**src/rtl/req_queue_arbiter.sv**
```systemverilog
// Round-robin arbiter that merges NREQ request queues onto one dispatcher pull port.
// A queue is granted, it is pulled once, and then it is held until the dispatcher reports Done.
module req_queue_arbiter #(
    parameter int NREQ = 4,
    parameter int IDW  = 2
) (
    input  logic            Clk,
    input  logic            Rst,
    input  logic            Pwr_off,
    input  logic [NREQ-1:0] Empty,
    input  logic            PullEn,
    input  logic            Done,
    output logic [NREQ-1:0] Pull,
    output logic            IsEmpty,
    output logic [NREQ-1:0] Grant,
    output logic [IDW-1:0]  GrantId,
    output logic            Busy
);

    typedef enum logic [1:0] {IDLE, GRANT, BUSY} state_t;

    localparam logic [NREQ-1:0] ONE_HOT0 = NREQ'(1);

    state_t          state, state_next;
    logic [NREQ-1:0] grant_next;
    logic [IDW-1:0]  grant_id_next;
    logic [IDW-1:0]  last_id, last_id_next;
    logic            win_found;
    logic [IDW-1:0]  win_id;
    logic            clear;

    assign clear = Rst | Pwr_off;

    // Scan upward from the queue after the last one that completed.
    always_comb begin
        int unsigned idx;
        idx       = 0;
        win_found = 1'b0;
        win_id    = '0;
        for (int unsigned k = 1; k <= NREQ; k++) begin
            idx = (32'(last_id) + k) % 32'(NREQ);
            if (!win_found && !Empty[idx[IDW-1:0]]) begin
                win_found = 1'b1;
                win_id    = idx[IDW-1:0];
            end
        end
    end

    always_comb begin
        state_next    = state;
        grant_next    = Grant;
        grant_id_next = GrantId;
        last_id_next  = last_id;
        Pull          = '0;
        IsEmpty       = 1'b1;
        Busy          = (state == BUSY);
        case (state)
            IDLE: begin
                if (win_found) begin
                    state_next    = GRANT;
                    grant_next    = ONE_HOT0 << win_id;
                    grant_id_next = win_id;
                end
            end
            GRANT: begin
                IsEmpty = Empty[GrantId];
                if (PullEn && !Empty[GrantId]) begin
                    Pull       = Grant;
                    state_next = BUSY;
                end else if (Empty[GrantId]) begin
                    state_next = IDLE;
                    grant_next = '0;
                end
            end
            BUSY: begin
                if (Done) begin
                    last_id_next = GrantId;
                    state_next   = IDLE;
                    grant_next   = '0;
                end
            end
            default: state_next = IDLE;
        endcase
        // Reset masks the combinational outputs in the same cycle it is seen.
        if (clear) begin
            Pull    = '0;
            IsEmpty = 1'b1;
        end
    end

    always_ff @(posedge Clk) begin
        if (clear) begin
            state   <= IDLE;
            Grant   <= '0;
            GrantId <= '0;
            last_id <= IDW'(NREQ - 1);
        end else begin
            state   <= state_next;
            Grant   <= grant_next;
            GrantId <= grant_id_next;
            last_id <= last_id_next;
        end
    end

endmodule

```
**config.mk**
```make
export PLATFORM = sky130hd
export DESIGN_NAME = req_queue_arbiter
export DESIGN_NICKNAME = d
export VERILOG_FILES = /design/src/rtl/req_queue_arbiter.sv
export SDC_FILE = /design/constraint.sdc
export NUM_CORES = 1
export LEC_CHECK = 0
export CORE_MARGIN = 2
export CORE_UTILIZATION = 40
export DETAILED_ROUTE_END_ITERATION = 12
export DONT_BUFFER_PORTS = 1
export HOLD_SLACK_MARGIN = 0.03
export PLACE_DENSITY = 0.55
export SLEW_MARGIN = 20
export SYNTH_ARGS = -nofsm -noshare
export SYNTH_HDL_FRONTEND = slang
export SYNTH_SLANG_ARGS = --single-unit
```
**constraint.sdc**
```tcl
create_clock -name Clk -period 2.85 [get_ports Clk]
set_clock_uncertainty 0.15 [all_clocks]
set_input_delay 0.4275 -clock Clk [delete_from_list [all_inputs] [get_ports Clk]]
set_output_delay 0.4275 -clock Clk [all_outputs]
set_load 0.05 [all_outputs]
```
==> flow_summary.ini, run 1 <==
[status]
result_of_the_run = complete, no violations

[clock_network]
tritoncts.num_buffers = 3
tritoncts = built
cts_hold_buf = 0
clock_sink_count = 10
cts_post_setup_buffers_inserted = 0
worst_setup_hold_path_clk_slew_ns = 0.07
cts_root_buf = sky130_fd_sc_hd__clkbuf_4
cts-htree-levels = 1
postCtsResizedCells = 0
clock_latency_ns = 0.27
clock_tree.buffer_depth = 2

[placed_design]
dpl_worst_slack_ns = 0.724
buffer_ports.inserted = 0
post_dp_cell_area_um2 = 838
place.detailed.hpwl_mm = 1.31
place.detailed.instances = 110
routability_congestion_estimate = 0.732

[synthesis]
ys_seq_area_share_pct = 28.5
avgSynthCellArea_um2 = 8.27
syn_area_um2 = 703
yosys_warnings = 0
post-synth-top-area-fraction_pct = 28.5
synthTopCellsByArea = sky130_fd_sc_hd__dfxtp_1 (28%), sky130_fd_sc_hd__ha_1 (7.1%), sky130_fd_sc_hd__and2_1 (6.2%)
postSynth.topFlopCell = sky130_fd_sc_hd__dfxtp_1
yosys.area.top_type = sky130_fd_sc_hd__dfxtp_1
number_of_enable_flip_flop_cells_after_synthesis = 0
ys_seq_elements = 10
synth_cells = 85
postSynth.asyncResetShare_pct = 0
synthTopCellsByCount = sky130_fd_sc_hd__dfxtp_1 (10), sky130_fd_sc_hd__and2_1 (7), sky130_fd_sc_hd__nand2_1 (6), sky130_fd_sc_hd__nand3_1 (5), sky130_fd_sc_hd__nor2_1 (5)
postSynthNetCount = 98
netlist-cell-type-count = 35
synth_most_common_cell = sky130_fd_sc_hd__dfxtp_1

[drt]
antenna_left = 0
routed_wl_mm = 1.71
wl_per_cell_um = 15.0
via_count = 664
via_per_inst = 5.82
drcViolationCount = 0
first_pass_iters = 4
initialDrtViolationCount = 20

[floorplanning]
io_count = 21
dieArea_mm2 = 0.00211
initial_utilization_pct = 41.6
placementRows = 15
core_area_mm2 = 0.00169
die_y_um = 45.9
die_w_um = 45.9

[worst_setup_path]
critical_path.startpoint_type = register
timing.rr.start = state[0]
worstSetupPathType = reg -> out
worst_r2r_endpoint = Grant[1]
reg2reg_depth = 7
critical_path_data_required_time_ns = 2.27
crit_path_max_fanout = 10
reg2reg_slack_ns = 0.74
worstSetupEndpointType = primary output
critical_path_arrival_ns = 1.86

[finish]
final_design_area_no_fill_um2 = 875
finish.net_count = 111
num-fill-cells = 160
layout-area-overhead-vs-synth_pct = 24.4
post_route_cells_drive_above_1_share_pct = 21.6
post_route_core_utilization_pct = 51.8
num_antenna_cells = 0
finalNonFillerCells = 114

[power]
power.leakage_nw = 0.362
power-per-cell-area_mw_per_mm2 = 396
vdd_ir_drop_max_v = 0.000270
total_power_uw = 346

[timing]
max_slew.worst_pin.slew_ns = 0.571
totalNegativeSetupSlack_ns = 0
finalHoldWorstSlack_ns = 0.160
finalHoldViolations = 0
timing_max_transition_violations_final = 0
report.final.setup_viol = 0
max_freq_mhz = 411
post-route-min-period_ns = 2.44
rsz0062_at_grt = false
layout_setup_ws_ns = 0.414
period_share_pct = 85.5
slew_headroom_pct = 61.9

[grt]
grt_antenna_before_repair = 0
maximum_number_of_pins_on_one_net_before_global_route_repair = 12
grt_first_pass_wirelength_mm = 2.59
globalRoute.totalOverflow = 0
grt_usage_pct = 17.6
vias_in_the_first_global_route = 560

[hold_path]
timing.hold.worst.start = Done
timing.hold.worst_endpoint = last_id[1]
timing.hold.worst_path_depth = 2
kind_of_path_behind_the_tightest_hold_check = in -> reg

[run]
drv.max_cap_violation_count = 0
cells in the final DEF, fill, tap and decap left out, drive strengths merged, types with 3 or more instances in the layout:
cell	n
dfxtp	10
buf	9
and2	7
nand2	6
nor2	5
nand3	5
inv	4
a21oi	4
ha	4
clkbuf	4
mux2	3
nand2b	3
nor2b	3
o21ai	3
power breakdown:
| part | leakage, nW | internal (mW) | total (mW) | switching, mW |
|---|---|---|---|---|
| registers | 0.0813 | 0.144 | 0.154 | 0.00989 |
| clock network | 0.0210 | 0.0777 | 0.133 | 0.0553 |
| logic | 0.260 | 0.0251 | 0.0590 | 0.0339 |
cell type report:
type                            count  area, µm²  share of cell area (%)
Clock buffer                        4       36.3                    4.15
Inverter                            4       15.0                    1.72
Multi-Input combinational cell     70        484                    55.4
Sequential cell                    10        200                    22.9
Tap cell                           17       21.3                    2.43
Timing Repair Buffer                9        118                    13.4
layer usage:
layer	up-vias	wire length (µm)	GRT usage (%)
met5	-	0	0
met4	0	30	5.14
met3	4	135	7.14
met1	298	742	21.5
li1	336	-	-
met2	26	803	28.1
worst max-delay path: stages (launching register included):
cell	delay (ns)
sky130_fd_sc_hd__dfxtp_1	0.38
sky130_fd_sc_hd__mux2_2	0.35
sky130_fd_sc_hd__o22ai_2	0.13
sky130_fd_sc_hd__buf_4	0.18
sky130_fd_sc_hd__and3_1	0.21
sky130_fd_sc_hd__and2_1	0.19
sky130_fd_sc_hd__buf_12	0.15
worst max path at each step:
stage / start / cells after the start / endpoint
finish: GrantId[1] / 6 / Pull[0]
global placement: GrantId[1] / 6 / Pull[2]
CTS: GrantId[1] / 6 / Pull[0]
floorplan: GrantId[1] / 4 / Pull[0]
detailed placement: GrantId[1] / 6 / Pull[3]
global route: state[1] / 8 / Pull[0]
state kept, by name, summed over array words and instances (netlist names):
register and count:
GrantId 2, last_id 2, state 2, Grant 4
cells by family after synthesis:
kind of cell	after synthesis	synth area share, %
simple gates	38	30.6
compound gates	25	26.3
flops	10	28.5
buf+inv	5	2.67
fa+ha+maj	4	7.12
mux	3	4.80
No activity file was read; power rests on OpenSTA's default activity.
==> run 2: changes to the inputs <==
Settings changed: CAP_MARGIN from default to 30.
==> results of run 2 <==
No change in the layout: final DEF, timing and power equal those of run 1.
